[src/rtl/regfile_bist.sv]
// Pattern-sweep self-test for the 8 x 16-bit register file.
// Writes every register with each pattern, then reads back and compares.
module regfile_bist #(
    parameter int          NUM_STEP = 8,
    parameter logic [15:0] SEED     = 16'h000F,
    parameter logic [15:0] STEP     = 16'h0C59
) (
    input  logic        clk,
    input  logic        reset,
    input  logic        start,
    input  logic        abort,
    input  logic [15:0] data_out,
    output logic [15:0] data_in,
    output logic [2:0]  writenum,
    output logic        write,
    output logic [2:0]  readnum,
    output logic        busy,
    output logic        done,
    output logic        pass,
    output logic [7:0]  err_count,
    output logic [2:0]  first_fail_reg,
    output logic [7:0]  first_fail_pat
);

    localparam logic [1:0] S_IDLE  = 2'd0;
    localparam logic [1:0] S_WRITE = 2'd1;
    localparam logic [1:0] S_READ  = 2'd2;
    localparam logic [1:0] S_DONE  = 2'd3;

    localparam logic [7:0] P_LAST = 8'(NUM_STEP + 1);

    logic [1:0]  state_q, state_d;
    logic [2:0]  idx_q, idx_d;
    logic [7:0]  p_q, p_d;
    logic [15:0] pat_q, pat_d;
    logic [7:0]  err_q, err_d;
    logic [2:0]  ffr_q, ffr_d;
    logic [7:0]  ffp_q, ffp_d;
    logic [15:0] din_q, din_d;
    logic [2:0]  wnum_q, wnum_d;
    logic        wr_q, wr_d;
    logic [2:0]  rnum_q, rnum_d;
    logic        busy_q, busy_d;
    logic        done_q, done_d;
    logic        pass_q, pass_d;

    always_comb begin
        state_d = state_q;
        idx_d   = idx_q;
        p_d     = p_q;
        pat_d   = pat_q;
        err_d   = err_q;
        ffr_d   = ffr_q;
        ffp_d   = ffp_q;
        unique case (state_q)
            S_IDLE, S_DONE: begin
                if (start) begin
                    state_d = S_WRITE;
                    idx_d   = 3'd0;
                    p_d     = 8'd0;
                    pat_d   = 16'h0000;
                    err_d   = 8'd0;
                    ffr_d   = 3'd0;
                    ffp_d   = 8'd0;
                end
            end
            S_WRITE: begin
                if (abort) begin
                    state_d = S_IDLE;
                end else begin
                    idx_d = idx_q + 3'd1;
                    if (idx_q == 3'd7) state_d = S_READ;
                end
            end
            default: begin
                if (abort) begin
                    state_d = S_IDLE;
                end else begin
                    if (data_out != pat_q) begin
                        if (err_q != 8'hFF) err_d = err_q + 8'd1;
                        if (err_q == 8'd0) begin
                            ffr_d = idx_q;
                            ffp_d = p_q;
                        end
                    end
                    idx_d = idx_q + 3'd1;
                    if (idx_q == 3'd7) begin
                        if (p_q == P_LAST) begin
                            state_d = S_DONE;
                        end else begin
                            state_d = S_WRITE;
                            p_d     = p_q + 8'd1;
                            // Running accumulator replaces SEED + k*STEP
                            if (p_q == 8'd0)      pat_d = 16'hFFFF;
                            else if (p_q == 8'd1) pat_d = SEED;
                            else                  pat_d = pat_q + STEP;
                        end
                    end
                end
            end
        endcase
        wr_d   = (state_d == S_WRITE);
        wnum_d = wr_d ? idx_d : 3'd0;
        din_d  = wr_d ? pat_d : 16'h0000;
        rnum_d = (state_d == S_READ) ? idx_d : 3'd0;
        busy_d = (state_d == S_WRITE) || (state_d == S_READ);
        done_d = (state_d == S_DONE);
        pass_d = done_d && (err_d == 8'd0);
    end

    always_ff @(posedge clk or posedge reset) begin
        if (reset) begin
            state_q <= S_IDLE;
            idx_q   <= 3'd0;
            p_q     <= 8'd0;
            pat_q   <= 16'h0000;
            err_q   <= 8'd0;
            ffr_q   <= 3'd0;
            ffp_q   <= 8'd0;
            din_q   <= 16'h0000;
            wnum_q  <= 3'd0;
            wr_q    <= 1'b0;
            rnum_q  <= 3'd0;
            busy_q  <= 1'b0;
            done_q  <= 1'b0;
            pass_q  <= 1'b0;
        end else begin
            state_q <= state_d;
            idx_q   <= idx_d;
            p_q     <= p_d;
            pat_q   <= pat_d;
            err_q   <= err_d;
            ffr_q   <= ffr_d;
            ffp_q   <= ffp_d;
            din_q   <= din_d;
            wnum_q  <= wnum_d;
            wr_q    <= wr_d;
            rnum_q  <= rnum_d;
            busy_q  <= busy_d;
            done_q  <= done_d;
            pass_q  <= pass_d;
        end
    end

    assign data_in        = din_q;
    assign writenum       = wnum_q;
    assign write          = wr_q;
    assign readnum        = rnum_q;
    assign busy           = busy_q;
    assign done           = done_q;
    assign pass           = pass_q;
    assign err_count      = err_q;
    assign first_fail_reg = ffr_q;
    assign first_fail_pat = ffp_q;

endmodule

[config.mk]
export PLATFORM = sky130hd
export DESIGN_NAME = regfile_bist
export DESIGN_NICKNAME = d
export VERILOG_FILES = /design/src/rtl/regfile_bist.sv
export SDC_FILE = /design/constraint.sdc
export NUM_CORES = 1
export LEC_CHECK = 0
export ABC_AREA = 1
export CORE_MARGIN = 2
export CORE_UTILIZATION = 55
export CTS_BUF_LIST = sky130_fd_sc_hd__clkbuf_4
export CTS_CLUSTER_DIAMETER = 60
export DETAILED_ROUTE_END_ITERATION = 10
export PLACE_DENSITY = 0.87
export SYNTH_ARGS = -nofsm -noshare
export SYNTH_HDL_FRONTEND = slang
export SYNTH_SLANG_ARGS = --single-unit
[constraint.sdc]
create_clock -name clk -period 3.8 [get_ports clk]
set_clock_uncertainty 0.1 [all_clocks]
set_input_delay 0.57 -clock clk [delete_from_list [all_inputs] [get_ports clk]]
set_output_delay 0.57 -clock clk [all_outputs]
set_load 0.02 [all_outputs]
==> impl_metrics.csv <==
group,metric,value,unit
flow_run,maxCapViolations,0,
layout,layout_commonest_cell,"nand2_1",
die,core,7610,µm²
grt,grt_pass1_wl,18100,µm
grt,grt_overflow,0,
place,io_buffer_count,64,
layout,regArea,1850,µm²
grt,grt_max_degree,36,
detailed_routing,drtAntennaViolNets,0,
worst_setup_path,crit_fanout,12,
worst_setup_path,timing.rr.end,"data_in[9]",
worst_setup_path,worstSetupPathType,"flip-flop to flip-flop",
die,rows,32,
grt,use_met1,37.6,%
place,place.gp.congestion,0.944,
die,ioPinCount,65,
grt,met2_usage,42.8,%
timing,worst_slew_pin_slew,0.461,ns
layout,nets,674,
worst_setup_path,cp.arrival,3.31,ns
worst_setup_path,required,4.00,ns
synthesis,yosysSeqAreaShare,43.7,%
outcome,outcome,"finished clean",
die,die_height,91.8,µm
detailed_routing,post-route-drc-count,0,
clocking,cts_root_buf,"clkbuf_4",
layout,fin_util,67.0,%
detailed_routing,dr.first_iter.drc_count,351,
detailed_routing,num_vias,4027,
clocking,numCtsBuffers,9,
worst_setup_path,crit_path_start_kind,"flip-flop",
grt,grtUsageMet3,3.37,%
detailed_routing,dr.pass1.iters,5,
detailed_routing,wirelength,10600,µm
synthesis,ys_ff_latch,74,
synthesis,syn_area,4240,µm²
timing,timing.fmax,322,MHz
clocking,worstSkewPairLatency,0.42,ns
clocking,cts_max_level,3,
timing,fin_crit,3.11,ns
timing,relSlewSlack,69.2,%
timing,hold_viol_final,0,
power_and_ir_drop,power,2.20,mW
clocking,clkTransAtPathRegs,0.12,ns
min_path,hold_class,"primary input to async pin",
timing,slew_violations,0,
synthesis,synth_area_per_cell,7.42,µm²
die,initial_utilization,55.8,%
power_and_ir_drop,power_density,431,nW/µm²
grt,gr-usage-all-layers,26.8,%
worst_setup_path,critPathCaptureType,"flip-flop",
timing,fin_hold_ws,0.272,ns
synthesis,synthArstFlopShare,100,%
clocking,cts_tree,"built",
layout,multi_input_area,1960,µm²
synthesis,synthFlopType,"dfrtp_1",
worst_setup_path,timing.rr.start,"state_q[0]",
detailed_routing,vias_per_cell,5.38,
place,dp_cells,732,
clocking,postCtsHoldBufs,0,
detailed_routing,avgRoutedWirePerCell,14.1,µm
layout,layout_common_cells,"148 x nand2_1, 88 x inv_1, 74 x dfrtp_1, 64 x clkdlybuf4s50_1",
synthesis,synth_warnings,0,
worst_setup_path,r2r_slack,0.69,ns
synthesis,synth_nets,605,
layout,diodes,0,
layout,fillers,636,
die,dieWidth,91.8,µm
grt,antenna_found_initial,0,
grt,busiest_layer,"met2",
power_and_ir_drop,p_leak,2.59,nW
layout,instances_no_fill,748,
clocking,cts_resized,0,
timing,setup_viol,0,
power_and_ir_drop,ir_drop,349,µV
layout,layout-drive-gt1-share,8.05,%
timing,rsz0062_at_grt,"no",
clocking,cts_sinks,74,
worst_setup_path,r2r_cells,13,
place,dp_hpwl,8100,µm
die,die_area,8430,µm²
layout,syn_to_final_growth,20.2,%
timing,setup-tns-final,0,ns
clocking,cts.path.max_buffers,2,
timing,period_share,81.8,%
clocking,post-cts-setup-buffers,0,
synthesis,synth_edf_count,0,
synthesis,synth_cell_types,39,
synthesis,syn_inst,572,
grt,grt_pass1_vias,3856,
worst max-delay path, cell delays in order, from the launching register on:
cell and delay [ns]:
dfrtp_1 0.37, inv_1 0.07, ha_1 0.55, inv_1 0.19, nor2_2 0.21, inv_1 0.09
o21ai_0 0.20, nand2_1 0.11, nand2_1 0.17, inv_1 0.07, ha_1 0.33, clkinv_1 0.18
buf_4 0.24, a21oi_1 0.09
synth_stat cells, types with 2 or more instances:
| cell type | instances | share of area, % |
|---|---|---|
| a21oi_1 | 29 | 3.4 |
| and2_1 | 2 | 0.29 |
| buf_2 | 5 | 0.59 |
| buf_4 | 2 | 0.35 |
| clkbuf_1 | 2 | 0.18 |
| clkinv_1 | 2 | 0.18 |
| dfrtp_1 | 74 | 44 |
| ha_1 | 13 | 3.8 |
| inv_1 | 89 | 7.9 |
| inv_2 | 8 | 0.71 |
| nand2_1 | 148 | 13 |
| nand2_2 | 4 | 0.59 |
| nand3_1 | 46 | 5.4 |
| nand3_2 | 2 | 0.47 |
| nand4_1 | 7 | 1.0 |
| nand4_2 | 2 | 0.59 |
| nor2_1 | 46 | 4.1 |
| nor2_2 | 9 | 1.3 |
| nor2_4 | 3 | 0.80 |
| nor3_1 | 11 | 1.3 |
| nor4_1 | 2 | 0.29 |
| o211ai_1 | 7 | 1.2 |
| o21ai_0 | 37 | 4.4 |
| o21ai_1 | 4 | 0.47 |
| o31ai_1 | 2 | 0.35 |
| xor2_1 | 3 | 0.62 |
metrics by stage:
step	area, µm²	setup slack [ns]
after detailed placement	4980	0.710
after global routing	5100	0.530
after global placement	4980	0.883
final	5100	0.691
after floorplan	4240	1.25
after CTS	5100	0.760
metal layers:
| metal | vias to the layer above | share of wire [%] |
|---|---|---|
| li1 | 1959 | - |
| met1 | 1851 | 46 |
| met2 | 188 | 45 |
| met3 | 29 | 6.4 |
| met4 | 0 | 2.6 |
| met5 | - | 0 |
worst max-delay path by stage:
stage / start / end / cells past startpoint
2_1_floorplan: reset / busy / 1
3_3_place_gp: abort / data_in[9] / 11
3_5_place_dp: abort / data_in[9] / 11
4_1_cts: state_q[0] / data_in[9] / 13
5_1_grt: state_q[0] / data_in[15] / 13
6_report: state_q[0] / data_in[9] / 13
power by group:
part | total [mW] | switching [mW] | internal [mW]
logic | 0.851 | 0.585 | 0.266
clock network | 0.418 | 0.270 | 0.147
registers | 0.927 | 0.0539 | 0.873
cell type report:
type / count / share of cell area (%)
clock buffers: 11 / 1.62
clock inverters: 5 / 0.613
inverters: 99 / 7.29
multi-input cells: 388 / 38.4
flip-flops and latches: 74 / 36.3
well taps: 102 / 2.50
repair buffers: 69 / 13.3
kinds of logic (layout without fill, tap and decap cells):
family          Yosys count  count (layout)  synth area share [%]
compound gates           87              87                  11.4
xor+xnor                  3               3                 0.620
fa+ha+maj                13              13                  3.83
buf+inv                 110             184                  10.2
flops                    74              74                  43.7
simple gates            285             285                  30.2
(Power assumes the default switching activity.)
